$ cat src/rtl/regfile_writeback_arbiter_pkg.sv
// rtl/regfile_writeback_arbiter_pkg.sv - shared constants and types for the writeback arbiter
package regfile_writeback_arbiter_pkg;

    localparam int NUM_REGISTERS = 32;
    localparam int WB_XLEN       = 64;
    localparam int WB_ADDR_SIZE  = 5;

    typedef enum logic [1:0] {
        SRC_ALU    = 2'd0,
        SRC_LOAD   = 2'd1,
        SRC_MULDIV = 2'd2
    } src_idx_e;

    typedef struct packed {
        logic                    valid;
        logic [WB_ADDR_SIZE-1:0] addr;
        logic [WB_XLEN-1:0]      data;
    } wb_entry_t;

endpackage

$ cat src/rtl/regfile_writeback_arbiter_rr_arbiter.sv
// rtl/regfile_writeback_arbiter_rr_arbiter.sv - round-robin one-hot arbiter with last-grant state
module rr_arbiter #(
    parameter int NUM_SRC = 3,
    parameter int IDX_W   = (NUM_SRC > 1) ? $clog2(NUM_SRC) : 1
) (
    input  logic               clk,
    input  logic               rst,
    input  logic [NUM_SRC-1:0] req,
    input  logic               advance,
    output logic [NUM_SRC-1:0] gnt,
    output logic [IDX_W-1:0]   last_grant
);

    logic [IDX_W-1:0] last_grant_q;
    logic [IDX_W-1:0] last_grant_d;

    // Search requesters starting one past the previous winner; first hit wins.
    always_comb begin
        int idx;
        logic found;
        gnt          = '0;
        last_grant_d = last_grant_q;
        found        = 1'b0;
        idx          = 0;
        for (int off = 1; off <= NUM_SRC; off++) begin
            idx = (int'(last_grant_q) + off) % NUM_SRC;
            if (!found && req[idx[IDX_W-1:0]]) begin
                gnt[idx[IDX_W-1:0]] = 1'b1;
                last_grant_d        = idx[IDX_W-1:0];
                found               = 1'b1;
            end
        end
    end

    // Pointer moves only when a grant is actually issued; reset makes source 0 first.
    always_ff @(posedge clk) begin
        if (rst) begin
            last_grant_q <= IDX_W'(NUM_SRC - 1);
        end else if (advance) begin
            last_grant_q <= last_grant_d;
        end
    end

    assign last_grant = last_grant_q;

endmodule

$ cat src/rtl/regfile_writeback_arbiter.sv
// rtl/regfile_writeback_arbiter.sv - per-source holding buffers arbitrated onto one regfile write port; WB_STALL_CNT_EN adds stall_cnt
module regfile_writeback_arbiter
    import regfile_writeback_arbiter_pkg::*;
#(
    parameter int XLEN      = 64,
    parameter int ADDR_SIZE = 5,
    parameter int NUM_SRC   = 3
) (
    input  logic                        clk,
    input  logic                        rst,
    input  logic [NUM_SRC-1:0]          src_valid,
    output logic [NUM_SRC-1:0]          src_ready,
    input  logic [NUM_SRC*ADDR_SIZE-1:0] src_addr,
    input  logic [NUM_SRC*XLEN-1:0]     src_data,
    output logic                        write_enable,
    output logic [ADDR_SIZE-1:0]        write_addr,
    output logic signed [XLEN-1:0]      write_data,
    output logic [NUM_REGISTERS-1:0]    pending_mask
`ifdef WB_STALL_CNT_EN
    ,
    output logic [15:0]                 stall_cnt
`endif
);

    localparam int IDX_W = (NUM_SRC > 1) ? $clog2(NUM_SRC) : 1;

    logic [NUM_SRC-1:0]   buf_valid_q, buf_valid_d;
    logic [ADDR_SIZE-1:0] buf_addr_q [NUM_SRC];
    logic [ADDR_SIZE-1:0] buf_addr_d [NUM_SRC];
    logic [XLEN-1:0]      buf_data_q [NUM_SRC];
    logic [XLEN-1:0]      buf_data_d [NUM_SRC];

    logic                 write_enable_q, write_enable_d;
    logic [ADDR_SIZE-1:0] write_addr_q, write_addr_d;
    logic [XLEN-1:0]      write_data_q, write_data_d;

    logic [NUM_SRC-1:0]   gnt;
    logic [NUM_SRC-1:0]   xfer;
    logic [IDX_W-1:0]     last_grant_unused;

    rr_arbiter #(
        .NUM_SRC (NUM_SRC),
        .IDX_W   (IDX_W)
    ) u_rr_arbiter (
        .clk        (clk),
        .rst        (rst),
        .req        (buf_valid_q),
        .advance    (|gnt),
        .gnt        (gnt),
        .last_grant (last_grant_unused)
    );

    // A buffer can accept when empty or when it drains this cycle; forced high during reset.
    assign src_ready = {NUM_SRC{rst}} | ~buf_valid_q | gnt;
    assign xfer      = src_valid & src_ready;

    // Buffer next state: drain on grant, reload on transfer; x0 results are swallowed.
    always_comb begin
        buf_valid_d = buf_valid_q;
        for (int i = 0; i < NUM_SRC; i++) begin
            buf_addr_d[i] = buf_addr_q[i];
            buf_data_d[i] = buf_data_q[i];
            if (gnt[i]) begin
                buf_valid_d[i] = 1'b0;
            end
            if (xfer[i] && (src_addr[i*ADDR_SIZE +: ADDR_SIZE] != '0)) begin
                buf_valid_d[i] = 1'b1;
                buf_addr_d[i]  = src_addr[i*ADDR_SIZE +: ADDR_SIZE];
                buf_data_d[i]  = src_data[i*XLEN +: XLEN];
            end
        end
    end

    // Write port next state: the granted buffer is copied out, otherwise addr/data hold.
    always_comb begin
        write_enable_d = |gnt;
        write_addr_d   = write_addr_q;
        write_data_d   = write_data_q;
        for (int i = 0; i < NUM_SRC; i++) begin
            if (gnt[i]) begin
                write_addr_d = buf_addr_q[i];
                write_data_d = buf_data_q[i];
            end
        end
    end

    // Control state with reset: buffered results are dropped, write port zeroed.
    always_ff @(posedge clk) begin
        if (rst) begin
            buf_valid_q    <= '0;
            write_enable_q <= 1'b0;
            write_addr_q   <= '0;
            write_data_q   <= '0;
        end else begin
            buf_valid_q    <= buf_valid_d;
            write_enable_q <= write_enable_d;
            write_addr_q   <= write_addr_d;
            write_data_q   <= write_data_d;
        end
    end

    // Buffer payload needs no reset; it is only observed while its valid bit is set.
    always_ff @(posedge clk) begin
        for (int i = 0; i < NUM_SRC; i++) begin
            buf_addr_q[i] <= buf_addr_d[i];
            buf_data_q[i] <= buf_data_d[i];
        end
    end

    // Scoreboard view: registers with a write still buffered or on the port this cycle.
    always_comb begin
        pending_mask = '0;
        for (int k = 1; k < NUM_REGISTERS; k++) begin
            for (int i = 0; i < NUM_SRC; i++) begin
                if (buf_valid_q[i] && (buf_addr_q[i] == ADDR_SIZE'(k))) begin
                    pending_mask[k] = 1'b1;
                end
            end
            if (write_enable_q && (write_addr_q == ADDR_SIZE'(k))) begin
                pending_mask[k] = 1'b1;
            end
        end
    end

    assign write_enable = write_enable_q;
    assign write_addr   = write_addr_q;
    assign write_data   = write_data_q;

`ifdef WB_STALL_CNT_EN
    logic [15:0] stall_cnt_q;

    // Count cycles where some source offers a result that cannot be taken; saturates.
    always_ff @(posedge clk) begin
        if (rst) begin
            stall_cnt_q <= '0;
        end else if ((|(src_valid & ~src_ready)) && (stall_cnt_q != 16'hFFFF)) begin
            stall_cnt_q <= stall_cnt_q + 16'd1;
        end
    end

    assign stall_cnt = stall_cnt_q;
`endif

endmodule

$ cat config.mk
export PLATFORM = sky130hd
export DESIGN_NAME = regfile_writeback_arbiter
export DESIGN_NICKNAME = d
export VERILOG_FILES = /design/src/rtl/regfile_writeback_arbiter_pkg.sv /design/src/rtl/regfile_writeback_arbiter_rr_arbiter.sv /design/src/rtl/regfile_writeback_arbiter.sv
export SDC_FILE = /design/constraint.sdc
export NUM_CORES = 1
export LEC_CHECK = 0
export ABC_AREA = 1
export CORE_UTILIZATION = 45
export DETAILED_ROUTE_END_ITERATION = 10
export PLACE_DENSITY_LB_ADDON = 0.08
export REMOVE_ABC_BUFFERS = 1
export SLEW_MARGIN = 20
export SYNTH_ARGS = -nofsm -noshare
export SYNTH_HDL_FRONTEND = slang
export SYNTH_SLANG_ARGS = --single-unit
$ cat constraint.sdc
create_clock -name clk -period 3.8 [get_ports clk]
set_clock_uncertainty 0.15 [all_clocks]
set_input_delay 0.76 -clock clk [delete_from_list [all_inputs] [get_ports clk]]
set_output_delay 0.76 -clock clk [all_outputs]
set_load 0.02 [all_outputs]
==> flow_metrics.env <==
export IMPL_synth_avg_cell_area_sq_um=9.30
export IMPL_worstHoldStart="write_data[10]"
export IMPL_crit_path_end_kind="output pin"
export IMPL_crit_path_cell_trace="inv_1 -> ha_2 -> inv_2 -> nand2_1 -> nand3_1 -> nand2_2 -> nand2_1 -> nand2_1 -> nand2_4 -> nand4_1 -> dlygate4sd2_1"
export IMPL_setup_viol=0
export IMPL_route_vias_total=10600
export IMPL_n_fill_cell=2341
export IMPL_r2r_cells=15
export IMPL_clk_pin_slew_worst_paths_ns=0.06
export IMPL_rr_endpoint="write_addr[0]"
export IMPL_grt_max_degree=136
export IMPL_min_period_ns=3.57
export IMPL_vdd_drop_max_uv=930
export IMPL_hold_depth=4
export IMPL_worstReg2RegStart="u_rr_arbiter.last_grant[0]"
export IMPL_cts_root_buffer="clkbuf_16"
export IMPL_ys_seq_area_share_pct=61.4
export IMPL_dieArea_sq_um=28600
export IMPL_cpPeakStageDelay_ns=0.44
export IMPL_gp_congestion=0.971
export IMPL_cp_required_ns=2.89
export IMPL_finalCritPeriodShare_pct=94.0
export IMPL_start_util_pct=46.3
export IMPL_total_power_mw=14.7
export IMPL_yosysTopAreaCellShare_pct=49.4
export IMPL_netlist_area_sq_um=12600
export IMPL_critPathKind="reg2out"
export IMPL_fp_row_count=60
export IMPL_ys_types=29
export IMPL_synthCells=1352
export IMPL_cpMaxStageDelayCell="ha_2"
export IMPL_drc=0
export IMPL_numCtsBuffers=31
export IMPL_numPortBuffers=315
export IMPL_slew_headroom_pct=35.0
export IMPL_critPathArrivalTime_ns=2.66
export IMPL_final_util_pct=63.2
export IMPL_hold_end="write_data[10]"
export IMPL_htreeDepth=1
export IMPL_drtIter0Drc=816
export IMPL_hold_violations=0
export IMPL_max_freq_mhz=280
export IMPL_drt_antenna_violating_nets=0
export IMPL_drive_above_1_share_pct=9.65
export IMPL_crit_top_cell="nand2_1"
export IMPL_status="completed"
export IMPL_yosysMostFrequentCell="nand2_1"
export IMPL_synth_seq_cells=282
export IMPL_grt_overflow=0
export IMPL_wl_microns=38500
export IMPL_rsz0062_at_grt="no"
export IMPL_wire_per_inst_microns=18.8
export IMPL_grt_pass1_vias=10100
export IMPL_firstDrtPassIters=6
export IMPL_vias_per_cell=5.18
export IMPL_worst_r2r_setup_slack_ns=0.64
export IMPL_synth_edf_count=207
export IMPL_fp_dieW_microns=169
export IMPL_grt_pass1_wl_microns=57900
export IMPL_yosysTopAreaCell="edfxtp_1"
export IMPL_p_leak_nw=6.87
export IMPL_cts_tree="built"
export IMPL_critPathMaxFanout=9
export IMPL_insertion_delay_ns=0.57
export IMPL_synth_commonest_cells="386 x nand2_1, 226 x nand3_1, 207 x edfxtp_1"
export IMPL_fin_setup_tns_ns=0
export IMPL_cp_top_family="simple AND/OR/NAND/NOR gates"
export IMPL_coreArea_sq_um=27200
export IMPL_cap_viol_max_count=0
export IMPL_tightest_slew_ns=0.975
export IMPL_syn_to_final_growth_pct=36.6
export IMPL_synth_warnings=0
export IMPL_hp_class="reg2reg"
export IMPL_final_max_slew_viol_count=0
export IMPL_hpwl_microns=24900
export IMPL_die_h_microns=169
export IMPL_grt_usage_pct=26.7
export IMPL_pin_count=317
export IMPL_yosys_most_used_dff="edfxtp_1"
export IMPL_nNetsFinal=1862
export IMPL_postCtsSetupRepairBufs=0
export IMPL_crit_buf_inv=3
export IMPL_p_per_area_nw_per_um2=854
export IMPL_antenna_found_initial=6
export IMPL_clk_path_buf_depth=3
export IMPL_cts_sinks=282
export IMPL_synth_area_top_cells="edfxtp_1 49%, dfxtp_1 12%, nand2_1 12%, nand3_1 9.0%, or2_2 3.3%"
export IMPL_startpoint_type="flip-flop"
export IMPL_async_flop_share_pct=0
-- layout by cell type, fill, tap and decap left out, drive strengths merged, types with 5 or more instances in the layout --
cell,instances
or2,66
o21ai,5
edfxtp,207
clkdlybuf4s50,312
a21oi,70
clkinv,12
buf,21
dfxtp,75
bufinv,5
nand3,226
nand2,390
nor2,78
inv,112
nor3,7
diode,5
clkbuf,41
nand4,33
-- timing repair --
| action | CTS | global route |
|---|---|---|
| hold buffers | 0 | 0 |
| gates cloned | 0 | 0 |
| gates resized for setup | 5 | 4 |
| endpoints found under the setup margin | 3 | 2 |
-- tightest hold or removal path: stages (launching register included) --
cell and delay, ns:
dfxtp_1 0.31, inv_1 0.04, nand3_1 0.06, nand2_1 0.06
a21oi_1 0.03
-- per-stage QoR --
stage                     instance area [sq um]  worst slack, ns  hold slack (ns)  instances
after detailed placement                  16100            0.319            0.380       1985
after floorplan                           12200            -2.39            0.360       1277
after global placement                    16100            0.377            0.377       1985
after CTS                                 17200           0.0746            0.392       2041
final                                     17200            0.227            0.390       2046
after global routing                      17200           0.0848            0.428       2045
-- power breakdown --
| group | internal, mW | total (mW) | switching, mW | leakage, nW |
|---|---|---|---|---|
| clock network | 1.86 | 3.09 | 1.23 | 0.511 |
| logic | 2.52 | 7.33 | 4.81 | 3.74 |
| registers | 4.00 | 4.26 | 0.255 | 2.62 |
-- final cells by class --
cell class                 instances  area (sq um)  share of cell area, %
sequential                       282          7720                   44.9
multi-input combinational        883          4110                   23.9
timing repair buffer             336          3400                   19.8
clock buffer                      39           816                   4.75
tap                              372           465                   2.71
inverter                         112           424                   2.47
clock inverter                    17           230                   1.34
antenna                            5          12.5                 0.0728
-- per-layer routing --
metal / vias to the layer above / share of wire (%) / wire length [microns] / GRT usage, %
li1: 5105 / - / - / -
met1: 4968 / 40 / 15500 / 33.6
met2: 445 / 48 / 18400 / 44.7
met3: 85 / 7.9 / 3050 / 5.97
met4: 0 / 3.9 / 1490 / 10.4
met5: - / 0 / 0 / 0
-- registers in the layout (all words and copies together), names as in the netlist --
name	cells
u_rr_arbiter.last_grant	2
buf_valid_q	3
write_enable	1
buf_data_q	192
write_addr	5
write_data	64
buf_addr_q	15
-- worst max path at each step --
stage,depth (start not counted),to,startpoint
detailed placement,11,src_ready[0],u_rr_arbiter.last_grant[0]
global route,11,src_ready[0],u_rr_arbiter.last_grant[0]
global placement,11,src_ready[0],u_rr_arbiter.last_grant[0]
floorplan,12,buf_addr_q[0][0],u_rr_arbiter.last_grant[0]
finish,11,src_ready[1],u_rr_arbiter.last_grant[0]
CTS,11,src_ready[0],u_rr_arbiter.last_grant[0]
-- cell families (layout without fill, tap and decap cells) --
kind of cell	count (synthesis)	count (layout)	synth area share, %
and+or+nand+nor	800	800	28.5
DFF	282	282	61.4
buffers and inverters	187	504	6.19
AOI/OAI and AO/OA	78	78	3.50
adders and majority gates	4	4	0.398
other	1	6	0.0298
No activity file was read; power rests on OpenSTA's default activity.
